File: config.mk
export PLATFORM = sky130hd
export DESIGN_NAME = vend_ctrl
export DESIGN_NICKNAME = d
export VERILOG_FILES = /design/src/rtl/vend_pkg.sv /design/src/rtl/vend_credit_acc.sv /design/src/rtl/vend_ctrl.sv
export SDC_FILE = /design/constraint.sdc
export NUM_CORES = 1
export LEC_CHECK = 0
export ABC_AREA = 0
export CORE_ASPECT_RATIO = 0.7
export CORE_MARGIN = 4
export CORE_UTILIZATION = 35
export CTS_BUF_LIST = sky130_fd_sc_hd__clkbuf_16
export CTS_CLUSTER_DIAMETER = 30
export CTS_CLUSTER_SIZE = 12
export DETAILED_ROUTE_END_ITERATION = 16
export PLACE_DENSITY = 0.66
export SLEW_MARGIN = 20
export SYNTH_ARGS = -nofsm -noshare
export SYNTH_HDL_FRONTEND = slang
export SYNTH_SLANG_ARGS = --single-unit
File: constraint.sdc
create_clock -name clk -period 2.7 [get_ports clk]
set_input_delay 0.54 -clock clk [delete_from_list [all_inputs] [get_ports clk]]
set_output_delay 0.54 -clock clk [all_outputs]
set_load 0.05 [all_outputs]
File: src/rtl/vend_pkg.sv
// Shared types and constants for the vending transaction sequencer.
// Optional feature macro: VEND_TIMEOUT_EN (auto-refund after idle COLLECT).
package vend_pkg;

    localparam int unsigned VEND_PRICE_WIDTH = 8;

    typedef enum logic [2:0] {
        ST_IDLE     = 3'd0,
        ST_LOOKUP   = 3'd1,
        ST_COLLECT  = 3'd2,
        ST_DISPENSE = 3'd3,
        ST_CHANGE   = 3'd4,
        ST_REFUND   = 3'd5
    } vend_state_e;

    // Credit carries one extra bit so overpayment up to 2*max coin is representable.
    function automatic int unsigned credit_width(input int unsigned price_width);
        return price_width + 1;
    endfunction

endpackage

File: src/rtl/vend_credit_acc.sv
// Saturating credit register: clear has priority over subtract, subtract over add.
module vend_credit_acc
    import vend_pkg::*;
#(
    parameter int unsigned PRICE_WIDTH  = VEND_PRICE_WIDTH,
    parameter int unsigned CREDIT_WIDTH = PRICE_WIDTH + 1
) (
    input  logic                    clk,
    input  logic                    rst,
    input  logic                    clr_i,
    input  logic                    add_i,
    input  logic [PRICE_WIDTH-1:0]  add_val_i,
    input  logic                    sub_i,
    input  logic [PRICE_WIDTH-1:0]  sub_val_i,
    output logic [CREDIT_WIDTH-1:0] credit_o
);

    logic [CREDIT_WIDTH-1:0] credit_q, credit_d;
    logic [CREDIT_WIDTH:0]   sum;

    always_comb begin
        sum      = {1'b0, credit_q} + (CREDIT_WIDTH + 1)'(add_val_i);
        credit_d = credit_q;
        if (clr_i) begin
            credit_d = '0;
        end else if (sub_i) begin
            credit_d = credit_q - CREDIT_WIDTH'(sub_val_i);
        end else if (add_i) begin
            credit_d = sum[CREDIT_WIDTH] ? '1 : sum[CREDIT_WIDTH-1:0];
        end
    end

    always_ff @(posedge clk) begin
        if (rst) credit_q <= '0;
        else     credit_q <= credit_d;
    end

    assign credit_o = credit_q;

endmodule

File: src/rtl/vend_ctrl.sv
// Vending transaction sequencer: price lookup, coin collection, dispense and change/refund.
// Optional feature macro: VEND_TIMEOUT_EN (COLLECT idle timeout -> refund).
module vend_ctrl
    import vend_pkg::*;
#(
    parameter int unsigned ITEM_ADDR_WIDTH = 10,
    parameter int unsigned PRICE_WIDTH     = VEND_PRICE_WIDTH,
    parameter int unsigned TIMEOUT_CYCLES  = 1000
) (
    input  logic                       clk,
    input  logic                       rst,
    input  logic [ITEM_ADDR_WIDTH-1:0] item_selected,
    input  logic                       selection_valid,
    output logic                       price_req,
    output logic [ITEM_ADDR_WIDTH-1:0] price_addr,
    input  logic                       price_rsp_valid,
    input  logic [PRICE_WIDTH-1:0]     price_data,
    input  logic                       in_stock,
    input  logic                       coin_valid,
    input  logic [PRICE_WIDTH-1:0]     coin_value,
    input  logic                       cancel,
    output logic                       dispense_valid,
    output logic [ITEM_ADDR_WIDTH-1:0] dispense_addr,
    input  logic                       dispense_ready,
    output logic                       change_valid,
    output logic [PRICE_WIDTH:0]       change_amount,
    input  logic                       change_ready,
    output logic                       busy,
    output logic                       err_out_of_stock
);

    localparam int unsigned CW = credit_width(PRICE_WIDTH);

    vend_state_e                state_q, state_d;
    logic [ITEM_ADDR_WIDTH-1:0] item_q, item_d;
    logic [PRICE_WIDTH-1:0]     price_q, price_d;
    logic                       price_req_q, price_req_d;
    logic                       err_q, err_d;
    logic [CW-1:0]              credit_q;
    logic                       add_en, sub_en, clr_en;
    logic                       credit_nz, timeout;

`ifdef VEND_TIMEOUT_EN
    logic [31:0] idle_cnt_q, idle_cnt_d;

    always_comb begin
        idle_cnt_d = (state_q != ST_COLLECT || coin_valid) ? '0 : idle_cnt_q + 32'd1;
    end

    always_ff @(posedge clk) begin
        if (rst) idle_cnt_q <= '0;
        else     idle_cnt_q <= idle_cnt_d;
    end

    assign timeout = (state_q == ST_COLLECT) && !coin_valid &&
                     (idle_cnt_q == 32'(TIMEOUT_CYCLES - 1));
`else
    logic unused_timeout_cfg;
    assign timeout            = 1'b0;
    assign unused_timeout_cfg = ^32'(TIMEOUT_CYCLES);
`endif

    vend_credit_acc #(
        .PRICE_WIDTH (PRICE_WIDTH),
        .CREDIT_WIDTH(CW)
    ) u_credit (
        .clk      (clk),
        .rst      (rst),
        .clr_i    (clr_en),
        .add_i    (add_en),
        .add_val_i(coin_value),
        .sub_i    (sub_en),
        .sub_val_i(price_q),
        .credit_o (credit_q)
    );

    // Credit as it will be after this cycle's coin, so an abort never strands a fresh coin.
    assign credit_nz = (credit_q != '0) || (coin_valid && coin_value != '0);

    always_comb begin
        state_d     = state_q;
        item_d      = item_q;
        price_d     = price_q;
        price_req_d = 1'b0;
        err_d       = 1'b0;
        add_en      = 1'b0;
        sub_en      = 1'b0;
        clr_en      = 1'b0;
        case (state_q)
            ST_IDLE: begin
                if (selection_valid) begin
                    item_d      = item_selected;
                    price_req_d = 1'b1;
                    state_d     = ST_LOOKUP;
                end
            end
            ST_LOOKUP: begin
                add_en = coin_valid;
                if (cancel) begin
                    state_d = credit_nz ? ST_REFUND : ST_IDLE;
                end else if (price_rsp_valid) begin
                    if (in_stock) begin
                        price_d = price_data;
                        state_d = ST_COLLECT;
                    end else begin
                        // Coins taken during lookup are returned rather than carried over.
                        err_d   = 1'b1;
                        state_d = credit_nz ? ST_REFUND : ST_IDLE;
                    end
                end
            end
            ST_COLLECT: begin
                add_en = coin_valid;
                if (cancel || timeout) begin
                    state_d = credit_nz ? ST_REFUND : ST_IDLE;
                end else if (credit_q >= CW'(price_q)) begin
                    state_d = ST_DISPENSE;
                end
            end
            ST_DISPENSE: begin
                if (dispense_ready) begin
                    sub_en  = 1'b1;
                    state_d = (credit_q != CW'(price_q)) ? ST_CHANGE : ST_IDLE;
                end
            end
            ST_CHANGE, ST_REFUND: begin
                if (change_ready) begin
                    clr_en  = 1'b1;
                    state_d = ST_IDLE;
                end
            end
            default: state_d = ST_IDLE;
        endcase
    end

    always_ff @(posedge clk) begin
        if (rst) begin
            state_q     <= ST_IDLE;
            item_q      <= '0;
            price_q     <= '0;
            price_req_q <= 1'b0;
            err_q       <= 1'b0;
        end else begin
            state_q     <= state_d;
            item_q      <= item_d;
            price_q     <= price_d;
            price_req_q <= price_req_d;
            err_q       <= err_d;
        end
    end

    assign price_req        = price_req_q;
    assign price_addr       = price_req_q ? item_q : '0;
    assign dispense_valid   = (state_q == ST_DISPENSE);
    assign dispense_addr    = dispense_valid ? item_q : '0;
    assign change_valid     = (state_q == ST_CHANGE) || (state_q == ST_REFUND);
    assign change_amount    = change_valid ? credit_q : '0;
    assign busy             = (state_q != ST_IDLE);
    assign err_out_of_stock = err_q;

endmodule

==> results of run 1 <==
==> placed cells by master, fill, tap and decap left out, types with 8 or more instances in the layout <==
cell type / instances
buf_4: 8
and2_1: 31
inv_1: 17
mux2i_1: 11
nand2_1: 38
buf_12: 19
ha_1: 16
dfxtp_1: 32
nor3_1: 9
o21ai_0: 12
nor2_1: 22
clkdlybuf4s50_1: 47
a21oi_1: 32
==> layout make-up <==
cell class                 count  area, sq um
clock buffer                   5          125
clock inverter                 3         13.8
fill                         651         3210
inverter                      18         67.6
multi-input combinational    252         1670
sequential                    32          641
tap                           94          118
timing repair buffer          74          911
==> state kept, by name (all words and copies together), names as in the netlist <==
name	count
item_q	10
u_credit.credit_o	9
price_q	8
state_q	3
err_out_of_stock	1
price_req	1
==> critical path: stages <==
cell and delay (ps):
clkdlybuf4s50_1 450, ha_1 330, a211oi_1 270, o21a_1 270, o211ai_1 240, nor4b_1 390, a211oi_1 80
==> worst paths after layout <==
check | to | slack (ps) | start
worst max-delay path | u_credit.credit_o[6] | 270 | coin_value[1]
worst min-delay path | item_q[6] | 460 | item_q[6]
worst max register to register | u_credit.credit_o[6] | 550 | u_credit.credit_o[0]
worst min register to register | item_q[6] | 460 | item_q[6]
==> logic make-up after synthesis <==
group / count (synthesis) / synth area share, %
compound gates: 86 / 23.7
buf+inv: 30 / 5.37
mux: 12 / 5.12
xor+xnor: 8 / 2.87
simple gates: 128 / 26.9
fa+ha+maj: 18 / 9.83
flops: 32 / 26.2
==> power groups by stage <==
| stage | clock network (W) | registers [W] | logic, W |
|---|---|---|---|
| after global routing | 0.000570 | 0.000694 | 0.00147 |
| after global placement | 0 | 0.000683 | 0.00129 |
| after floorplan | 0 | 0.000634 | 0.00100 |
| final | 0.000532 | 0.000673 | 0.00133 |
| after CTS | 0.000545 | 0.000675 | 0.00132 |
| after detailed placement | 0 | 0.000684 | 0.00131 |
==> routing by layer <==
layer  global-route usage [%]  wire length, microns  vias to the layer above
met2                     23.9                  2810                       72
met1                     24.9                  3540                     1149
met5                        0                     0                        -
li1                         -                     -                     1259
met3                     3.57                   405                        3
met4                     2.14                    16                        0
==> per-stage QoR <==
step	worst slack, ps	hold slack (ps)	util (%)	cells	total power (W)
after floorplan	373	440	-	314	0.00164
after global placement	110	450	50.5	470	0.00197
after global routing	132	489	52.5	478	0.00273
after CTS	283	468	52.5	478	0.00254
after detailed placement	23.0	461	50.5	470	0.00199
final	270	464	52.5	478	0.00254
==> reports/results.tsv, run 1 <==
metric	value	unit
synth_seq_cells	32	
synth_top_cell_area_share	26.2	%
hold_viol	0	
clock_power_share	21.0	%
hold_path_depth	2	
holdBufCountCts	0	
crit_arrival	2580	ps
cts_resized	0	
switching_share	42.5	%
vdd.ir_drop.worst	0.000275	V
ys_seq_area_share	26.2	%
power_frac_comb	52.5	%
worst_pin_slew	550	ps
worstSetupEndpointType	register	
drt-total-wl	6.78	mm
io_pins	69	
place_congestion	0.830	
async_flop_share	0	%
routedWlPerCell	14.2	microns
grt_pass1_vias	2353	
p_sw	0.00108	W
finalClockSkew	3.16	ps
fin_crit_sh	90.0	%
synth.most_common_cell	nand2_1	
fmax	412	MHz
maxSlewHeadroom	63.3	%
fin_setup_tns	0	ps
layout_min_cycle_time	2430	ps
worstPathRequired	2850	ps
drv_slew	0	
cts_tree	yes	
final_area	0.00355	sq mm
syn-num-nets	367	
dr.pass1.iters	4	
r2r_cells	8	
core_area	0.00676	sq mm
portBuffers	68	
vias_per_cell	5.19	
rsz0062_at_grt	no	
worstPathMaxFanout	5	
htree_num_levels	2	
nets	436	
ant_nets	0	
synth.largest_area_cell	dfxtp_1	
cts_buffers	5	
cap_violations	0	
cts_root_buf	clkbuf_16	
synth_top_flop_cell	dfxtp_1	
finalSetupViolations	0	
vias	2483	
grt_use_total	16.4	%
placed_area	0.00341	sq mm
yosys-top-cells-count	nand2_1 (38), a21oi_1 (32), dfxtp_1 (32), and2_1 (31), nor2_1 (22)	
synth_area	0.00244	sq mm
yosysWarnings	0	
synth.area.top_cells	dfxtp_1 (26%), ha_1 (8.2%), and2_1 (7.9%)	
clockBufferDepth	2	
num_antenna_cells	0	
place_hpwl	5.44	mm
grt_pass1_wl	11.3	mm
grt_max_degree	19	
detail_route.iter0.violations	90	
antenna_found_initial	0	
num_rows	25	
syn_inst	314	
gr-total-overflow	0	
leakage	1.41	nW
syn_to_final_growth	45.1	%
synth-edff-count	0	
status	complete, no violations	
clock-sinks	32	
seqPwrFrac	26.5	%
avgSynthCellArea	7.79	sq um
post_cts_buffers	0	
drc	0	
startpoint_type	input port	
p_per_area	716	mW/mm^2
clk_pin_slew	50	ps
clock_latency	270	ps
start_util	36.2	%
die_area	0.00841	sq mm
min_path_type	register to register	
layout-drive-gt1-share	11.2	%
die_w	108	microns
internal-power	0.00146	W
path_class	input port to register	
yosysUniqueCellTypes	54	
die_h	77.9	microns
Power figures use the tool's default switching activity.
==> inputs of run 2 (changes only) <==
--- a/config.mk
+++ b/config.mk
@@ -6,6 +6,7 @@
 export NUM_CORES = 1
 export LEC_CHECK = 0
 export ABC_AREA = 0
+export CAP_MARGIN = 30
 export CORE_ASPECT_RATIO = 0.7
 export CORE_MARGIN = 4
 export CORE_UTILIZATION = 35
==> results of run 2 <==
No change in the layout: final DEF, timing and power equal those of run 1.
==> inputs of run 3 (changes only) <==
--- a/config.mk
+++ b/config.mk
@@ -15,7 +15,8 @@
 export CTS_CLUSTER_SIZE = 12
 export DETAILED_ROUTE_END_ITERATION = 16
 export PLACE_DENSITY = 0.66
-export SLEW_MARGIN = 20
+export RECOVER_POWER = 25
+export SLEW_MARGIN = 10
 export SYNTH_ARGS = -nofsm -noshare
 export SYNTH_HDL_FRONTEND = slang
 export SYNTH_SLANG_ARGS = --single-unit
==> run 3 against run 2 <==
Compared with the run above:
- flip-flop and latch count unchanged
- critical path type unchanged
- fmax about the same
- worst hold slack about the same
==> reports/results.tsv, run 3 (synthesized netlist as in run 1, its figures left out) <==
metric	value	unit
min_path_type	register to register	
largest_register_ffs	10	
dr.pass1.iters	4	
drc	0	
die_area	0.00841	sq mm
num_antenna_cells	0	
crit_arrival	2580	ps
status	complete, no violations	
nets	436	
reg2reg_from	u_credit.credit_o[0]	
r2r_cells	8	
ant_nets	0	
finalSetupViolations	0	
holdBufCountCts	0	
cp_cell_sequence	clkdlybuf4s50_1 > ha_1 > a211oi_1 > o21a_1 > o211ai_1 > nor4b_1 > a211oi_1	
core_area	0.00676	sq mm
cp-startpoint	coin_value[1]	
start_util	36.2	%
grt_pass1_vias	2353	
layout_commonest_cell	clkdlybuf4s50_1	
drt-total-wl	6.78	mm
portBuffers	68	
clock_latency	270	ps
cts_tree	yes	
cts_root_buf	clkbuf_16	
final_cell_mix	clkdlybuf4s50_1 (45), nand2_1 (38), a21oi_1 (32), dfxtp_1 (32), and2_1 (30)	
vias	2483	
clockBufferDepth	2	
rsz0062_at_grt	no	
grt_pass1_wl	11.3	mm
min_from	item_q[6]	
io_pins	69	
fin_setup_tns	0	ps
cts_buffers	5	
grt_use_total	16.4	%
worstSetupEndpointType	register	
dp_slack	23.0	ps
grt_max_degree	19	
seqCellArea	641	sq um
wl_met3	424	microns
syn_to_final_growth	45.0	%
hold_viol	0	
post_cts_buffers	0	
top_layer	met4	
cp_num_buf_inv	1	
fin_crit_sh	90.0	%
place_hpwl	5.44	mm
worstPathRequired	2850	ps
startpoint_type	input port	
finalClockSkew	3.20	ps
holdWs	464	ps
maxSlewHeadroom	55.5	%
met2_length	2.83	mm
num_rows	25	
max_flop_register	item_q	
multi_input_area	0.00167	sq mm
die_w	108	microns
clk_pin_slew	50	ps
clock-sinks	32	
cp_num_cells	7	
worst_pin_slew	668	ps
finalWorstSetupSlack	270	ps
layout-drive-gt1-share	10.9	%
htree_num_levels	2	
crit_family	compound AO/OA/AOI/OAI gates	
routedWlPerCell	14.2	microns
crit_top_cell	a211oi_1	
gr-total-overflow	0	
hold_path_depth	2	
antenna_found_initial	0	
cap_violations	0	
detail_route.iter0.violations	86	
vias_per_cell	5.19	
fmax	412	MHz
vdd.ir_drop.worst	0.000275	V
fill_cells	651	
path_class	input port to register	
die_h	77.9	microns
cts_resized	0	
p_per_area	716	mW/mm^2
drv_slew	0	
crit_path_max_incr_delay	450	ps
place_congestion	0.830	
worstPathMaxFanout	5	
cp_slowest_cell	clkdlybuf4s50_1	
layout_min_cycle_time	2430	ps
total_power	0.00254	W
leakage	1.41	nW
wl_met1	3.51	mm
[run 3: cell types whose count changed in the layout (fill, tap and decap cells not counted), sizes merged]
cell           change
buf                -1
clkbuf             +1
clkdlybuf4s50      -2
dlygate4sd3        +2
[run 3: power by group]
| part | switching (W) | internal [W] |
|---|---|---|
| logic | 0.000762 | 0.000569 |
| clock network | 0.000198 | 0.000334 |
| registers | 0.000119 | 0.000556 |
| total | 0.00108 | 0.00146 |
[run 3: layout make-up]
cell class | instances | area share, %
Timing Repair Buffer | 74 | 25.6
Multi-Input combinational cell | 252 | 47.2
Inverter | 18 | 1.91
Sequential cell | 32 | 18.1
Tap cell | 94 | 3.32
Clock inverter | 3 | 0.388
Clock buffer | 5 | 3.53
[run 3: path summary, 6_finish.rpt]
check	endpoint	slack, ps
max reg2reg	u_credit.credit_o[6]	550
max	u_credit.credit_o[6]	270
min reg2reg	item_q[6]	460
min	item_q[6]	460
[run 3: worst min-delay path: cells and delay by family, from the launching register on]
kind,cells,cell delay (ps)
AND/OR/NAND/NOR,1,50
flip-flops,1,310
AO/OA/AOI/OAI,1,50
[run 3: metal layers]
metal  vias to the layer above  global-route usage [%]
met4                         0                    2.14
met5                         -                       0
met1                      1150                    24.9
met3                         3                    3.57
li1                       1260                       -
met2                        70                    23.9
[run 3: per-stage QoR]
stage          instance area (sq um)  utilization (%)  cells
3_3_place_gp                    3410             50.5    470
3_5_place_dp                    3410             50.5    470
2_1_floorplan                   2440                -    314
6_report                        3540             52.5    478
4_1_cts                         3550             52.5    478
5_1_grt                         3540             52.5    478
